[config.mk]
export PLATFORM = sky130hd
export DESIGN_NAME = rv_mem_bridge
export DESIGN_NICKNAME = d
export VERILOG_FILES = /design/src/rtl/rv_mem_pkg.sv /design/src/rtl/rv_load_align.sv /design/src/rtl/rv_mem_bridge.sv
export SDC_FILE = /design/constraint.sdc
export NUM_CORES = 1
export LEC_CHECK = 0
export ABC_AREA = 0
export BUFFER_PORTS_ARGS = -buffer_cell sky130_fd_sc_hd__buf_2
export CORE_MARGIN = 10
export CORE_UTILIZATION = 45
export CTS_CLUSTER_DIAMETER = 100
export DETAILED_ROUTE_END_ITERATION = 6
export PLACE_DENSITY = 0.77
export SYNTH_ARGS = -nofsm -noshare
export SYNTH_HDL_FRONTEND = slang
export SYNTH_SLANG_ARGS = --single-unit
[constraint.sdc]
create_clock -name clk -period 3.45 [get_ports clk]
set_input_delay 1.035 -clock clk [delete_from_list [all_inputs] [get_ports clk]]
set_output_delay 1.035 -clock clk [all_outputs]
set_load 0.02 [all_outputs]
[src/rtl/rv_mem_pkg.sv]
// Shared encodings for the RV32 data-memory bridge: access sizes, status
// window offsets and the load FSM state type.
package rv_mem_pkg;

  // RV32 load/store funct3 encodings
  localparam logic [2:0] F3_LB  = 3'b000;
  localparam logic [2:0] F3_LH  = 3'b001;
  localparam logic [2:0] F3_LW  = 3'b010;
  localparam logic [2:0] F3_LBU = 3'b100;
  localparam logic [2:0] F3_LHU = 3'b101;

  // Access width as carried in funct3[1:0]
  localparam logic [1:0] SZ_B = 2'b00;
  localparam logic [1:0] SZ_H = 2'b01;
  localparam logic [1:0] SZ_W = 2'b10;

  // Offsets inside the 4 KiB status window
  localparam logic [11:0] MMIO_STATUS = 12'h000;
  localparam logic [11:0] MMIO_CYC_LO = 12'h004;
  localparam logic [11:0] MMIO_CYC_HI = 12'h008;

  // Load FSM
  typedef logic [0:0] state_t;
  localparam state_t ST_IDLE = 1'b0;
  localparam state_t ST_WAIT = 1'b1;

  // Halfword on an odd byte, or word off a 4-byte boundary
  function automatic logic is_misaligned(input logic [1:0] sz, input logic [1:0] a);
    return ((sz == SZ_H) && a[0]) || (sz[1] && (a != 2'b00));
  endfunction

endpackage

[src/rtl/rv_load_align.sv]
// Picks the addressed byte/half out of a DMEM word and extends it.
module rv_load_align
  import rv_mem_pkg::*;
(
  input  logic [31:0] word_i,
  input  logic [1:0]  off_i,
  input  logic [2:0]  size_i,
  output logic [31:0] data_o
);

  logic [7:0]  byte_sel;
  logic [15:0] half_sel;
  logic        sext;

  // Lane select, then sign- or zero-extend (funct3[2] marks unsigned)
  always_comb begin
    byte_sel = word_i[{off_i, 3'b000} +: 8];
    half_sel = off_i[1] ? word_i[31:16] : word_i[15:0];
    sext     = ~size_i[2];
    case (size_i[1:0])
      SZ_B:    data_o = {{24{sext & byte_sel[7]}}, byte_sel};
      SZ_H:    data_o = {{16{sext & half_sel[15]}}, half_sel};
      default: data_o = word_i;
    endcase
  end

endmodule

[src/rtl/rv_mem_bridge.sv]
// M-stage to BRAM bridge: byte-lane stores, multi-cycle loads with stall,
// a small status/cycle-counter window and sticky done/misalign flags.
module rv_mem_bridge
  import rv_mem_pkg::*;
#(
  parameter int unsigned MEM_LAT    = 1,
  parameter logic [31:0] DONE_ADDR  = 32'h0000_2000,
  parameter logic [31:0] DONE_MAGIC = 32'hDEAD_BEEF,
  parameter logic [31:0] MMIO_BASE  = 32'h0000_3000,
  parameter int unsigned CNT_W      = 32
) (
  input  logic             clk,
  input  logic             rst_n,
  input  logic [31:0]      core_addr,
  input  logic             core_re,
  input  logic             core_we,
  input  logic [2:0]       core_size,
  input  logic [31:0]      core_wdata,
  output logic [31:0]      core_rdata,
  output logic             core_stall,
  output logic [31:0]      dmem_addr,
  output logic             dmem_en,
  output logic [3:0]       dmem_we,
  output logic [31:0]      dmem_din,
  input  logic [31:0]      dmem_dout,
  output logic             done_flag,
  output logic             misalign_err,
  output logic [CNT_W-1:0] cycle_count
);

  localparam logic [2:0] LAT = 3'(MEM_LAT);

  state_t          state_q, state_d;
  logic [2:0]      lat_q, lat_d, lat_dec;
  logic [31:0]     rdata_q, rdata_c;
  logic            done_q, done_d, mis_q, mis_d;
  logic [CNT_W-1:0] cyc_q;
  logic [31:0]     cyc_hi, mmio_rdata, ld_data, din_c;
  logic [11:0]     off;
  logic            busy, resp, is_mmio, mis_acc;
  logic            stall_c, en_c;
  logic [3:0]      we_c;

  assign off     = core_addr[11:0];
  assign is_mmio = (core_addr[31:12] == MMIO_BASE[31:12]);
  assign mis_acc = is_misaligned(core_size[1:0], core_addr[1:0]);
  // A load is in flight in WAIT, or in the single response cycle when
  // MEM_LAT==1 (FSM stays in IDLE with a non-zero counter).
  assign busy    = (state_q == ST_WAIT) || (lat_q != 3'd0);
  assign lat_dec = lat_q - 3'd1;
  assign resp    = busy && (lat_dec == 3'd0);

  generate
    if (CNT_W > 32) begin : g_cyc_hi
      assign cyc_hi = 32'(cyc_q[CNT_W-1:32]);
    end else begin : g_cyc_hi0
      assign cyc_hi = 32'd0;
    end
  endgenerate

  rv_load_align u_align (
    .word_i (dmem_dout),
    .off_i  (core_addr[1:0]),
    .size_i (core_size),
    .data_o (ld_data)
  );

  // Status window read mux
  always_comb begin
    case (off)
      MMIO_STATUS: mmio_rdata = {30'b0, mis_q, done_q};
      MMIO_CYC_LO: mmio_rdata = cyc_q[31:0];
      MMIO_CYC_HI: mmio_rdata = cyc_hi;
      default:     mmio_rdata = 32'd0;
    endcase
  end

  // Lane replication of store data
  always_comb begin
    case (core_size[1:0])
      SZ_B:    din_c = {4{core_wdata[7:0]}};
      SZ_H:    din_c = {2{core_wdata[15:0]}};
      default: din_c = core_wdata;
    endcase
  end

  // Request decode and load FSM; stores win over loads, and request
  // changes are ignored while a load is outstanding.
  always_comb begin
    state_d = state_q;
    lat_d   = lat_q;
    rdata_c = rdata_q;
    done_d  = done_q;
    mis_d   = mis_q;
    stall_c = 1'b0;
    en_c    = 1'b0;
    we_c    = 4'b0000;
    if (busy) begin
      if (resp) begin
        rdata_c = ld_data;
        lat_d   = 3'd0;
        state_d = ST_IDLE;
      end else begin
        stall_c = 1'b1;
        lat_d   = lat_dec;
        state_d = ST_WAIT;
      end
    end else if (core_we) begin
      if (mis_acc) begin
        mis_d = 1'b1;
      end else if (is_mmio) begin
        if ((off == MMIO_STATUS) && core_wdata[1]) mis_d = 1'b0;
      end else begin
        en_c = 1'b1;
        case (core_size[1:0])
          SZ_B:    we_c = 4'b0001 << core_addr[1:0];
          SZ_H:    we_c = 4'b0011 << core_addr[1:0];
          default: we_c = 4'b1111;
        endcase
        if ((core_size[1:0] == SZ_W) && (core_addr == DONE_ADDR) &&
            (core_wdata == DONE_MAGIC))
          done_d = 1'b1;
      end
    end else if (core_re) begin
      if (mis_acc) begin
        mis_d   = 1'b1;
        rdata_c = 32'd0;
      end else if (is_mmio) begin
        rdata_c = mmio_rdata;
      end else begin
        en_c    = 1'b1;
        stall_c = 1'b1;
        lat_d   = LAT;
        state_d = (MEM_LAT > 1) ? ST_WAIT : ST_IDLE;
      end
    end
  end

  // State, flags, held read data and the free-running cycle counter
  always_ff @(posedge clk or negedge rst_n) begin
    if (!rst_n) begin
      state_q <= ST_IDLE;
      lat_q   <= 3'd0;
      rdata_q <= 32'd0;
      done_q  <= 1'b0;
      mis_q   <= 1'b0;
      cyc_q   <= '0;
    end else begin
      state_q <= state_d;
      lat_q   <= lat_d;
      rdata_q <= rdata_c;
      done_q  <= done_d;
      mis_q   <= mis_d;
      if (!done_q) cyc_q <= cyc_q + CNT_W'(1);
    end
  end

  // Combinational outputs are forced quiet while reset is held
  assign core_stall   = rst_n & stall_c;
  assign dmem_en      = rst_n & en_c;
  assign dmem_we      = rst_n ? we_c : 4'b0000;
  assign core_rdata   = rst_n ? rdata_c : 32'd0;
  assign dmem_addr    = {core_addr[31:2], 2'b00};
  assign dmem_din     = din_c;
  assign done_flag    = done_q;
  assign misalign_err = mis_q;
  assign cycle_count  = cyc_q;

endmodule

# After elaboration in Yosys (flattened, before gate mapping)
# Index checks and enable logic that the tools add are counted.
# totals
ff_bits	70
inputBits	103
output_inout_bits	136
wordCells	91
# op_classes
addsub	2
eq_ne	9
n_shift	3
muxes	42
bitwise_logic	8
n_reduce_logical	21
# op_table
operator	n
two-way mux 32 bit	7
one-hot mux 32 bit (2 select lines)	3
adder 32 x 1 -> 32 bit, second input constant	1
equality test 32 x 14 -> 1 bit, second input constant	1
equality test 32 bit, second input constant	1
variable part select 32 x 6 -> 8 bit	1
equality test 20 x 2 -> 1 bit, second input constant	1
two-way mux 4 bit	5
two-way mux 1 bit	19
two-way mux 3 bit	6
two-way mux 16 bit	1
equality test 12 x 3 -> 1 bit, second input constant	1
zero test 12 bit	1
nonzero test 2 bit	6
AND reduction 5 bit	2
one-hot mux 4 bit (2 select lines)	1
logical AND 1 bit	6
AND 1 bit	4
!= test 2 bit, second input constant	2
inverter 1 bit	4
AND reduction 4 bit	1
<< shifter 1 x 2 -> 4 bit, first input constant	1
<< shifter 2 x 2 -> 4 bit, first input constant	1
zero test 3 bit	1
7 further kinds	8

# Longest topological paths before layout
# Gate-level depths: netlist (run 1).
# logic_depth
ltp_word	8
mapped_depth	11

# Cells and area by module
# Synthesis (run 1) repeated with hierarchy kept, for this count alone.
# unflattened
hier_cells	645
area_unflattened_um2	5524.0
# by_module_without_submodules
mod	instances	cells_per_inst	area_per_inst_um2	seq_area_each_um2
rv_mem_bridge	1	523	4829.6	1751.7
rv_load_align	1	122	694.4	0.0

# Worst setup path before layout (run 1)
# No wires, ideal clock.
# synth_path
path_kind	in2out
from	input core_addr[16]
to	output core_rdata[1]
arrival_ns	3.090
required_ns	2.415
setup_slack_ns	-0.675
cell_stages	6
n_path_buf	1
cell_sequence	nor4_1 and3_1 clkbuf_1 nand2_1 mux2i_1 a2111oi_0
# synth_via
elab_chain_len	7
# synth_lines
item	line_no	text
start: declaration	rv_mem_bridge.sv:14	input logic [31:0] core_addr,
equality test 20 x 2 -> 1 bit	rv_mem_bridge.sv:45	assign is_mmio = (core_addr[31:12] == MMIO_BASE[31:12]);
two-way mux 32 bit	rv_mem_bridge.sv:128	end else if (is_mmio) begin
two-way mux 32 bit	rv_mem_bridge.sv:125	if (mis_acc) begin
two-way mux 32 bit	rv_mem_bridge.sv:124	end else if (core_re) begin
two-way mux 32 bit	rv_mem_bridge.sv:108	end else if (core_we) begin
two-way mux 32 bit	rv_mem_bridge.sv:98	if (busy) begin
two-way mux 32 bit	rv_mem_bridge.sv:162	assign core_rdata = rst_n ? rdata_c : 32'd0;
end: declaration	rv_mem_bridge.sv:19	output logic [31:0] core_rdata,
# Every way passes these cells.

# Worst setup path in the final report (run 1)
# layout_path
from	input core_addr[1]
to	output core_rdata[9]
# layout_via
elab_chain_len	8
elab_cells_between_ends	17
# layout_lines
item	line_no
parallel branches: the longest is 6 deep, another holds variable part select 32 x 6 -> 8 bit	-
two-way mux 32 bit (*)	rv_mem_bridge.sv:98
two-way mux 32 bit (*)	rv_mem_bridge.sv:162
# Every way passes the cells marked *.

==> results of run 1 <==
==> power groups by stage <==
stage | Sequential (µW) | Clock (µW) | Combinational, µW
floorplan | 1020 | 0 | 1170
global placement | 1040 | 0 | 1740
detailed placement | 1050 | 0 | 1760
CTS | 1030 | 1080 | 1930
global route | 1060 | 1110 | 2240
finish | 1050 | 1080 | 2120
==> final timing paths <==
check,to,slack (ps),depth (start not counted)
worst max-delay path,core_rdata[9],-440,8
worst min register to register,cycle_count[31]$_DFFE_PN0N_,520,1
worst max register to register,rdata_q[9]$_DFF_PN0_,1060,10
min in group asynchronous,rdata_q[4]$_DFF_PN0_,720,2
max in group asynchronous,cycle_count[16]$_DFFE_PN0N_,2210,3
worst min-delay path,cycle_count[31]$_DFFE_PN0N_,520,1
==> sequential cells by signal, indices dropped and copies added (netlist names) <==
name	flops
cycle_count	32
rdata_q	32
lat_q	3
done_flag	1
misalign_err	1
state_q	1
==> worst register-to-register path, cell delays in order (launching register included) <==
cell	delay [ps]
dfrtp_1	380
inv_1	80
ha_1	260
or2_1	250
o21ai_2	210
buf_4	210
and3_1	370
a222oi_1	140
buf_4	180
buf_4	130
o21ai_0	80
==> cell usage in the layout, fill, tap and decap left out, types with 6 or more instances in the layout <==
| master | instances |
|---|---|
| a22oi_2 | 17 |
| a31o_1 | 10 |
| xor2_1 | 9 |
| o2111ai_2 | 7 |
| inv_1 | 18 |
| o21ai_0 | 24 |
| a211o_1 | 17 |
| nand4_1 | 10 |
| nor2_1 | 60 |
| buf_4 | 88 |
| o221ai_1 | 6 |
| dfrtp_1 | 70 |
| mux2i_1 | 22 |
| clkbuf_16 | 10 |
| nor2b_1 | 6 |
| a22oi_1 | 6 |
| o32ai_2 | 12 |
| mux2i_2 | 7 |
| a31o_2 | 6 |
| xnor2_1 | 22 |
| nor4_4 | 8 |
| o22ai_2 | 6 |
| or2_4 | 6 |
| nand2b_1 | 8 |
| mux2_2 | 17 |
| a222oi_1 | 7 |
| a21oi_1 | 18 |
| o21ai_1 | 9 |
| buf_2 | 201 |
| buf_12 | 12 |
| nand3_1 | 15 |
| buf_6 | 37 |
| nand2_1 | 52 |
==> final cells by class <==
| cell class | instances | area [µm²] |
|---|---|---|
| inverters | 19 | 75.07 |
| repair buffers | 342 | 2419 |
| diodes | 3 | 7.507 |
| multi-input cells | 494 | 4129 |
| fillers | 887 | 3682 |
| clock buffers | 11 | 232.7 |
| flip-flops and latches | 70 | 1752 |
| well taps | 172 | 215.2 |
| clock inverters | 5 | 107.6 |
==> through the flow <==
step	cell area [µm²]	setup WS [ps]
2_1_floorplan	6021	-170.5
3_5_place_dp	7596	-525.6
3_3_place_gp	7596	-488.5
5_1_grt	8932	-460.3
4_1_cts	8493	-333.2
6_report	8937	-444.5
==> cell families (layout without fill, tap and decap cells) <==
group	count (synthesis)	count (layout)	share of synthesized area
and+or+nand+nor	215	215	0.1939
AOI/OAI and AO/OA	192	192	0.2520
buffers and inverters	110	377	0.1054
DFF	70	70	0.3010
muxes	50	50	0.09181
xor gates and xnor gates	31	31	0.04666
adders and majority gates	4	4	0.008601
other	1	5	0.0006444
==> per-layer routing <==
metal  share of wire  wire length [µm]
met5         0.00053                14
met4           0.054              1440
met3            0.10              2659
met2            0.49             13040
met1            0.35              9393
==> what timing repair did <==
action                     4_1_cts  5_1_grt
setup buffers                   12       10
pin swaps                       31       26
gates cloned                     2        1
hold buffers                     0        0
setup endpoints to repair       37       37
resized for setup              101       68
==> summary.md, run 1 <==
| Metric | Value |
|---|---|
| Status | `finished, violations left` |
| Failing checks | `negative setup slack` |
| M3 GR Usage | `0.07368` |
| Post-synth top area share | `0.3010` |
| Worst setup startpoint | `core_addr[1]` |
| GRT Util Overall | `0.2615` |
| Die W | `133.7 µm` |
| Final total power | `4255 µW` |
| Startpoint types | `input pin` |
| Seq pwr share | `0.247` |
| Final Critical Period | `3894 ps` |
| Starting DRT DRC Count | `910` |
| Num CTS Buffers | `9` |
| Die ar. | `17,880 µm²` |
| Flops & latches, synth | `70` |
| Distinct cells, synth | `68` |
| Sw Share | `0.3959` |
| Slowest stage delay, CP | `550 ps` |
| Clk network pwr share | `0.254` |
| Post-DP HPWL | `18,180 µm` |
| Core area | `12,620 µm²` |
| RSZ-0062 raised after global routing | `true` |
| Met2 usage | `0.4526` |
| Area delta synth->final | `53.58%` |
| CTS tree | `built` |
| Worst hold margin | `roughly 520 ps` |
| Placed cells | `1,073` |
| CP cell instances | `buf_8, mux4_2, a21oi_4, nor4bb_4, a222oi_1, buf_4, o22ai_4, buf_6` |
| ANT nets after route | `0` |
| Post-Synthesis Cells | `approximately 670` |
| Final Util | `0.7082` |
| Clk sinks | `70` |
| Port Buffers | `236` |
| Worst rel slew slack | `0.6043` |
| Max Fclk | `~0.26 GHz` |
| Main synth FF type | `dfrtp_1` |
| Residual DRC count | `0` |
| Tightest Pin Transition | `591.7 ps` |
| Ys async rst share | `1.000` |
| Worst hold start | `cycle_count[31]$_DFFE_PN0N_` |
| Req. time, crit path | `2410 ps` |
| Number of global-route vias before repair | `6,687` |
| Comb pwr share | `0.499` |
| Vias after detailed routing | `7,062` |
| TNS Setup | `-10,370 ps` |
| Setup violators final | `34` |
| Clock transition at path regs | `60 ps` |
| Seq/Total Area, Yosys | `0.3010` |
| Fin. Hold Viols | `0` |
| Yosys warnings | `0` |
| Share of post-route cells with drive strength above 1 | `0.5186` |
| Initial antenna violation count | `3` |
| Final net count | `approximately 1,000` |
| Root Buffer | `clkbuf_16` |
| CP arrival | `around 2900 ps` |
| Crit. End Element | `primary output` |
| Delay-heaviest family, CP | `simple AND/OR/NAND/NOR gates` |
| Avg Cell Area, Syn | `about 8.6 µm²` |
| Power per cell area | `about 480 nW/µm²` |
| Most common cell in the netlist | `dfrtp_1` |
| CTS max path bufs | `2` |
| Final worst-path cycle share | `1.129` |
| GRT busiest layer | `met2` |
| Largest net degree at the start of global routing | `53` |
| Leading post-synthesis cells by cell area | `dfrtp_1 (30%), mux2i_1 (5.5%), buf_4 (5.3%)` |
| Yosys top cell by area | `dfrtp_1` |
| Number of synthesized flops with an enable pin | `0` |
| Clock Skew | `around 6.5 ps` |
| Worst min-delay path category | `reg2reg` |
| RePlAce Congestion | `0.8924` |
| Non-filler cells, final | `1,116` |
| Clk_lat worst skew | `roughly 340 ps` |
| Top Ports | `between 200 and 250` |
| Routed WL per cell | `approximately 24 µm` |
| Drt total wl | `26,550 µm` |
| Kind of critical path | `in2out` |
| CTS H-tree lvls | `3` |
| DIE HEIGHT | `133.7 µm` |
| Vias/cell | `6.328` |
| GR Util met1 | `0.2903` |
| Worst-path maximum fanout | `6` |
| Placement row count | `41` |
| First-pass GRT wire length | `37,790 µm` |
| Bufs and invs on worst path | `3` |
| Leakage | `0.004121 µW` |
| Maxcap violations | `0` |
| Internal | `2570 µW` |
| Slowest cell on the critical path | `nor4bb_4` |
| Reg-to-reg startpoint | `lat_q[0]$_DFFE_PN0P_` |
| Gr ovfl total | `0` |
| Fin worst setup slack | `-444.5 ps` |
| Initial core utilization | `0.4611` |
| Commonest cells post-synth | `dfrtp_1 (70), nor2_1 (63), nand2_1 (53), buf_4 (41)` |
| Post-Syn Area | `5819 µm²` |
| Count of pins over their slew limit | `0` |
| NetSw | `1685 µW` |
| Peak supply drop | `315.2 µV` |
| DR pass1 iterations | `6` |
Power figures use the tool's default switching activity.
==> run 2, diff against run 1 <==
- CELL_PAD_IN_SITES_DETAIL_PLACEMENT: default -> 0
- CELL_PAD_IN_SITES_GLOBAL_PLACEMENT: default -> 1
- CORE_UTILIZATION: 45 -> 32
- clock period: 3.45 -> 3.4 ns (I/O delays scaled with it)
==> run 2 against run 1 <==
Critical path type unchanged. The flow still finishes with violations (negative setup slack). Hold slack gained 3.4 ps. Routed wire length shrank 3.3%. Clock power is 13% lower. Non-clock buffer count up 16. Utilization down 20 points. Clock skew about the same. Setup slack improved by 80 ps. Sequential share of layout area is 0.16 points lower. Critical path depth unchanged.
==> summary.md, run 2 (synthesis gave the netlist of run 1 again) <==
| Metric | Value |
|---|---|
| Slowest cell on the critical path | `mux4_2` |
| Die W | `154.9 µm (+16%)` |
| Crit. End Element | `primary output` |
| Startpoint types | `input pin` |
| Root Buffer | `clkbuf_16` |
| Post-DP HPWL | `19,790 µm (+8.9%)` |
| Fill cells | `1,670 (+88%)` |
| Number of global-route vias before repair | `6,516 (-2.6%)` |
| Final net count | `1,059 (+1.5%)` |
| Initial core utilization | `0.3251 (-0.1361)` |
| Routed WL per cell | `21.60 µm (-9.2%)` |
| Fin worst setup slack | `-364.6 ps (+79.87 ps)` |
| Gr ovfl total | `0 (unchanged)` |
| DIE HEIGHT | `154.9 µm (+16%)` |
| Clock transition at path regs | `60 ps (about the same)` |
| Hold_buf cts | `0 (unchanged)` |
| Num CTS Buffers | `9 (unchanged)` |
| Status | `finished, violations left` |
| Final Critical Period | `roughly 3800 ps` |
| Placement row count | `49 (+20%)` |
| Power per cell area | `458.9 nW/µm² (-3.6%)` |
| Setup violators final | `37 (+8.8%)` |
| CTS H-tree lvls | `3 (unchanged)` |
| Kind of critical path | `in2out` |
| Hold EP | `rdata_q[25]$_DFF_PN0_` |
| Non-filler cells, final | `1,189 (+6.5%)` |
| Reg-to-reg startpoint | `lat_q[0]$_DFFE_PN0P_` |
| Die ar. | `23,980 µm² (+34%)` |
| GRT Util Overall | `0.2004 (-0.06104)` |
| Drt total wl | `25,680 µm (-3.3%)` |
| Register area | `1752 µm² (unchanged)` |
| First-pass GRT wire length | `38,300 µm (+1.3%)` |
| DR pass1 iterations | `5 (-1)` |
| R2r worst-path depth | `8 (-2)` |
| Port Buffers | `236 (unchanged)` |
| Maxcap violations | `0 (unchanged)` |
| Clock Skew | `6.570 ps (+0.07652 ps)` |
| Commonest non-fill, non-tap cell in the layout | `buf_2` |
| Req. time, crit path | `2380 ps (-30 ps)` |
| Count of pins over their slew limit | `0 (unchanged)` |
| Worst setup startpoint | `dmem_dout[15]` |
| Worst hold start | `rdata_q[25]$_DFF_PN0_` |
| Clk_lat worst skew | `350 ps (about the same)` |
| Top Ports | `239 (unchanged)` |
| CTS max path bufs | `2 (unchanged)` |
| Worst reg2reg path endpoint | `rdata_q[7]$_DFF_PN0_` |
| Area delta synth->final | `54.87%` |
| Failing checks | `negative setup slack` |
| R2R setup slack | `1210 ps (+150 ps)` |
| Starting DRT DRC Count | `524 (-42%)` |
| Placed cells | `1,153 (+7.5%)` |
| Largest net degree at the start of global routing | `52 (-1.9%)` |
| Core area | `17,900 µm² (+42%)` |
| Peak supply drop | `271.2 µV (-14%)` |
| CTS tree | `built` |
| Initial antenna violation count | `3 (unchanged)` |
| Worst min-delay path category | `reg2reg` |
| Fin. Hold Viols | `0 (unchanged)` |
| Share of post-route cells with drive strength above 1 | `0.5141 (-0.004491)` |
| Residual DRC count | `0 (unchanged)` |
| Area taken by multi-input logic gates | `4025 µm² (-2.5%)` |
| Worst-path maximum fanout | `6 (unchanged)` |
| Final worst-path cycle share | `1.107` |
| Slowest stage delay, CP | `500 ps (-50 ps)` |
| Clk sinks | `70 (unchanged)` |
| CP cell instances | `buf_6, mux4_2, or2_4, clkbuf_16, a22oi_2, o32ai_1, a31o_2, buf_4` |
| Leakage | `0.004202 µW (+2.0%)` |
| Max Fclk | `about 0.27 GHz` |
| Most frequent cells in the layout | `buf_2 (195), buf_4 (106), dfrtp_1 (70)` |
| Vias/cell | `5.539 (-12%)` |
| RSZ-0062 raised after global routing | `true` |
| Hold Path Depth | `1 (unchanged)` |
| TNS Setup | `-9492 ps (+873.1 ps)` |
| RePlAce Congestion | `0.8719 (-2.3%)` |
| CP arrival | `2740 ps (-120 ps)` |
| ANT nets after route | `0 (unchanged)` |
| Vias after detailed routing | `6,586 (-6.7%)` |
-- run 2: routing by layer --
| layer | up-vias | GRT usage | routed length [µm] |
|---|---|---|---|
| met5 | - | 0 | 0 |
| met4 | 0 | 0.08907 | 986 |
| met3 | 52 | 0.05652 | 2081 |
| met2 | 308 | 0.3221 | 12160 |
| met1 | 3181 | 0.2447 | 10460 |
| li1 | 3045 | - | - |
-- run 2: worst max-delay path by stage --
stage,to,slack (ps),cells past startpoint
final,core_rdata[20],-360,8
after global routing,core_rdata[27],-400,8
after CTS,core_rdata[30],-350,8
after detailed placement,core_rdata[1],-490,8
after global placement,core_rdata[23],-450,8
after floorplan,core_rdata[21],-190,8
-- run 2: report_power, final --
group          total, µW  internal (µW)  switching, µW
combinational       2130            970           1160
clock                945            565            380
sequential          1060            955            102
total               4140           2490           1650
-- run 2: timing repair --
| action | 4_1_cts | 5_1_grt |
|---|---|---|
| gates resized for setup | 124 | 41 |
| pin swaps | 26 | 16 |
| buffers inserted | 12 | 5 |
| gates cloned | 1 | 2 |
| setup endpoints to repair | 42 | 38 |
-- run 2: worst max-delay path, delay by kind of cell --
kind | cells | cell delay, ps
muxes | 1 | 500
AOI/OAI and AO/OA | 3 | 500
buffers and inverters | 3 | 440
and+or+nand+nor | 1 | 290
-- run 2: cell type report --
class / instances / share of cell area
tap: 229 / 0.03179
sequential: 70 / 0.1944
inverter: 19 / 0.007913
antenna: 3 / 0.0008330
multi-input combinational: 494 / 0.4466
timing repair buffer: 358 / 0.2861
clock buffer: 10 / 0.02541
clock inverter: 6 / 0.006942
-- run 2: stage by stage --
step | power [µW] | utilization | worst slack [ps] | hold WS (ps) | area (µm²)
4_1_cts | 4081 | 0.4894 | -350.5 | 516.3 | 8761
6_report | 4136 | 0.5034 | -364.6 | 519.6 | 9012
5_1_grt | 4356 | 0.5033 | -396.2 | 532.5 | 9010
3_5_place_dp | 2933 | 0.4381 | -492.1 | 503.2 | 7843
2_1_floorplan | 2216 | - | -190.5 | 482.4 | 6023
3_3_place_gp | 2915 | 0.4381 | -454.9 | 501.2 | 7843
==> run 3, diff against run 2 <==
- CORE_ASPECT_RATIO: default -> 1.75
- GPL_TIMING_DRIVEN: default -> 0
==> run 3 against run 2 <==
The run ends with design-rule violations, negative setup slack left. Utilization increased by 1.9 points. Highest routed layer unchanged. First-iteration DRC count increased by 2.1%. Sequential power about the same. Largest power group unchanged. Setup slack got worse by 130 ps. Critical path depth unchanged. Die area increased by 0.88%.
==> summary.md, run 3 (synthesis gave the netlist of run 1 again) <==
| Metric | Value |
|---|---|
| RSZ-0062 raised after global routing | `true` |
| First-pass GRT wire length | `40,870 µm (+6.7%)` |
| Post-DP HPWL | `20,730 µm (+4.7%)` |
| Tightest Pin Transition | `851.7 ps` |
| Power per cell area | `471.6 nW/µm² (+2.8%)` |
| Reg-to-reg startpoint | `lat_q[0]$_DFFE_PN0P_` |
| Largest net degree at the start of global routing | `33 (-37%)` |
| Count of pins over their slew limit | `0 (unchanged)` |
| Setup violators final | `33 (-11%)` |
| Leakage | `0.004389 µW (+4.5%)` |
| Clock transition at path regs | `50 ps (about the same)` |
| R2r worst-path depth | `18 (+10)` |
| Vias/cell | `5.566 (+0.48%)` |
| Drt total wl | `27,690 µm (+7.8%)` |
| Fin worst setup slack | `-492.1 ps (-127.5 ps)` |
| Gr ovfl total | `0 (unchanged)` |
| Worst reg2reg path endpoint | `rdata_q[1]$_DFF_PN0_` |
| GRT Util Overall | `0.2185 (+0.01810)` |
| Residual DRC count | `3 (+3)` |
| Peak supply drop | `295.9 µV (+9.1%)` |
| Initial antenna violation count | `4 (+1)` |
| Maxcap violations | `0 (unchanged)` |
| ANT nets after route | `0 (unchanged)` |
| Area delta synth->final | `61.23%` |
| Port Buffers | `234 (-0.85%)` |
| Req. time, crit path | `2380 ps (about the same)` |
| Commonest non-fill, non-tap cell in the layout | `buf_2` |
| Status | `finished, violations left` |
| Clock Skew | `6.182 ps (-0.3877 ps)` |
| Number of global-route vias before repair | `6,873 (+5.5%)` |
| Fin. Hold Viols | `0 (unchanged)` |
| Initial core utilization | `0.3238 (-0.001290)` |
| Placement row count | `65 (+33%)` |
| CTS max path bufs | `2 (unchanged)` |
| Startpoint types | `input pin` |
| Clk_lat worst skew | `350 ps (about the same)` |
| Worst rel slew slack | `0.4269` |
| TNS Setup | `-12,710 ps (-3215 ps)` |
| Clk sinks | `70 (unchanged)` |
| Most frequent cells in the layout | `buf_2 (203), buf_4 (103), dfrtp_1 (70)` |
| Failing checks | `design-rule violations, negative setup slack` |
| Share of post-route cells with drive strength above 1 | `0.5222 (+0.008116)` |
| Num CTS Buffers | `9 (unchanged)` |
| Die ar. | `24,190 µm² (+0.88%)` |
| CTS H-tree lvls | `3 (unchanged)` |
| CTS tree | `built` |
| Max Fclk | `0.2569 GHz (-3.3%)` |
| DIE HEIGHT | `198.4 µm (+28%)` |
| Dpl ws | `-1296 ps (-803.7 ps)` |
| Final Critical Period | `3892 ps (+127.5 ps)` |
| Top Ports | `239 (unchanged)` |
| Worst-path maximum fanout | `10 (+4)` |
| Vias after detailed routing | `6,835 (+3.8%)` |
| Die W | `121.9 µm (-21%)` |
| Core area | `17,970 µm² (+0.40%)` |
| Root Buffer | `clkbuf_16` |
| CP arrival | `2870 ps (+130 ps)` |
| Kind of critical path | `in2out` |
| Final worst-path cycle share | `1.145 (+0.03751)` |
| Fill cells | `1,707 (+2.2%)` |
| Crit. End Element | `primary output` |
| RePlAce Congestion | `0.9289 (+6.5%)` |
| Routed WL per cell | `22.55 µm (+4.4%)` |
| Final net count | `1,094 (+3.3%)` |
| Starting DRT DRC Count | `535 (+2.1%)` |
| R2R setup slack | `320 ps (-890 ps)` |
| Worst min-delay path category | `in2async` |
| DR pass1 iterations | `7 (+2)` |
| Final total power | `4425 µW (+7.0%)` |
run 3: per-stage QoR:
| step | hold WS (ps) | utilization | cells | instance area (µm²) |
|---|---|---|---|---|
| floorplan | 482.4 | - | 674 | 6023 |
| global placement | 494.9 | 0.4166 | 1142 | 7487 |
| detailed placement | 504.9 | 0.4182 | 1143 | 7517 |
| CTS | 509.6 | 0.5094 | 1218 | 9155 |
| global route | 511.6 | 0.5220 | 1228 | 9383 |
| finish | 516.5 | 0.5220 | 1228 | 9383 |
run 3: layout make-up:
type,instances,area (µm²),area share
multi-input cells,494,4119,0.4390
repair buffers,306,2122,0.2262
flip-flops and latches,70,1752,0.1867
plain buffers,87,757.0,0.08068
well taps,234,292.8,0.03120
clock buffers,12,246.5,0.02627
inverters,19,73.82,0.007868
clock inverters,2,10.01,0.001067
diodes,4,10.01,0.001067
run 3: power by group:
group          leakage, µW  internal, µW  switching (µW)
registers         0.000927           955            90.5
logic              0.00333          1190            1320
clock network     0.000128           504             365
run 3: critical path: stages:
cell	delay [ps]
buf_12	120
nor4_4	420
and4_4	330
buf_6	200
nand2_1	90
o32ai_1	330
a31o_1	170
buf_2	170
run 3: how the worst max path moves through the flow:
stage                  from             end  slack (ps)  depth (start not counted)
6_report       core_addr[1]  core_rdata[30]        -490                          8
5_1_grt        core_addr[1]  core_rdata[28]        -530                          9
4_1_cts        core_addr[1]  core_rdata[28]        -440                          9
3_5_place_dp   core_addr[0]  core_rdata[12]       -1300                          8
3_3_place_gp          rst_n   core_rdata[1]       -1950                          7
2_1_floorplan  core_addr[1]  core_rdata[21]        -190                          8
run 3: per-layer routing:
layer / global-route usage / share of wire
met1: 0.2376 / 0.36
met2: 0.3791 / 0.52
met3: 0.04031 / 0.063
met4: 0.1357 / 0.055
met5: 0 / 0
run 3: what timing repair did:
item | in CTS | in global routing
endpoints found under the setup margin | 62 | 55
hold endpoints to repair | 0 | 0
gates resized for setup | 198 | 39
hold buffers | 0 | 0
setup buffers | 60 | 17
cloned | 4 | 0
pin swaps | 43 | 13
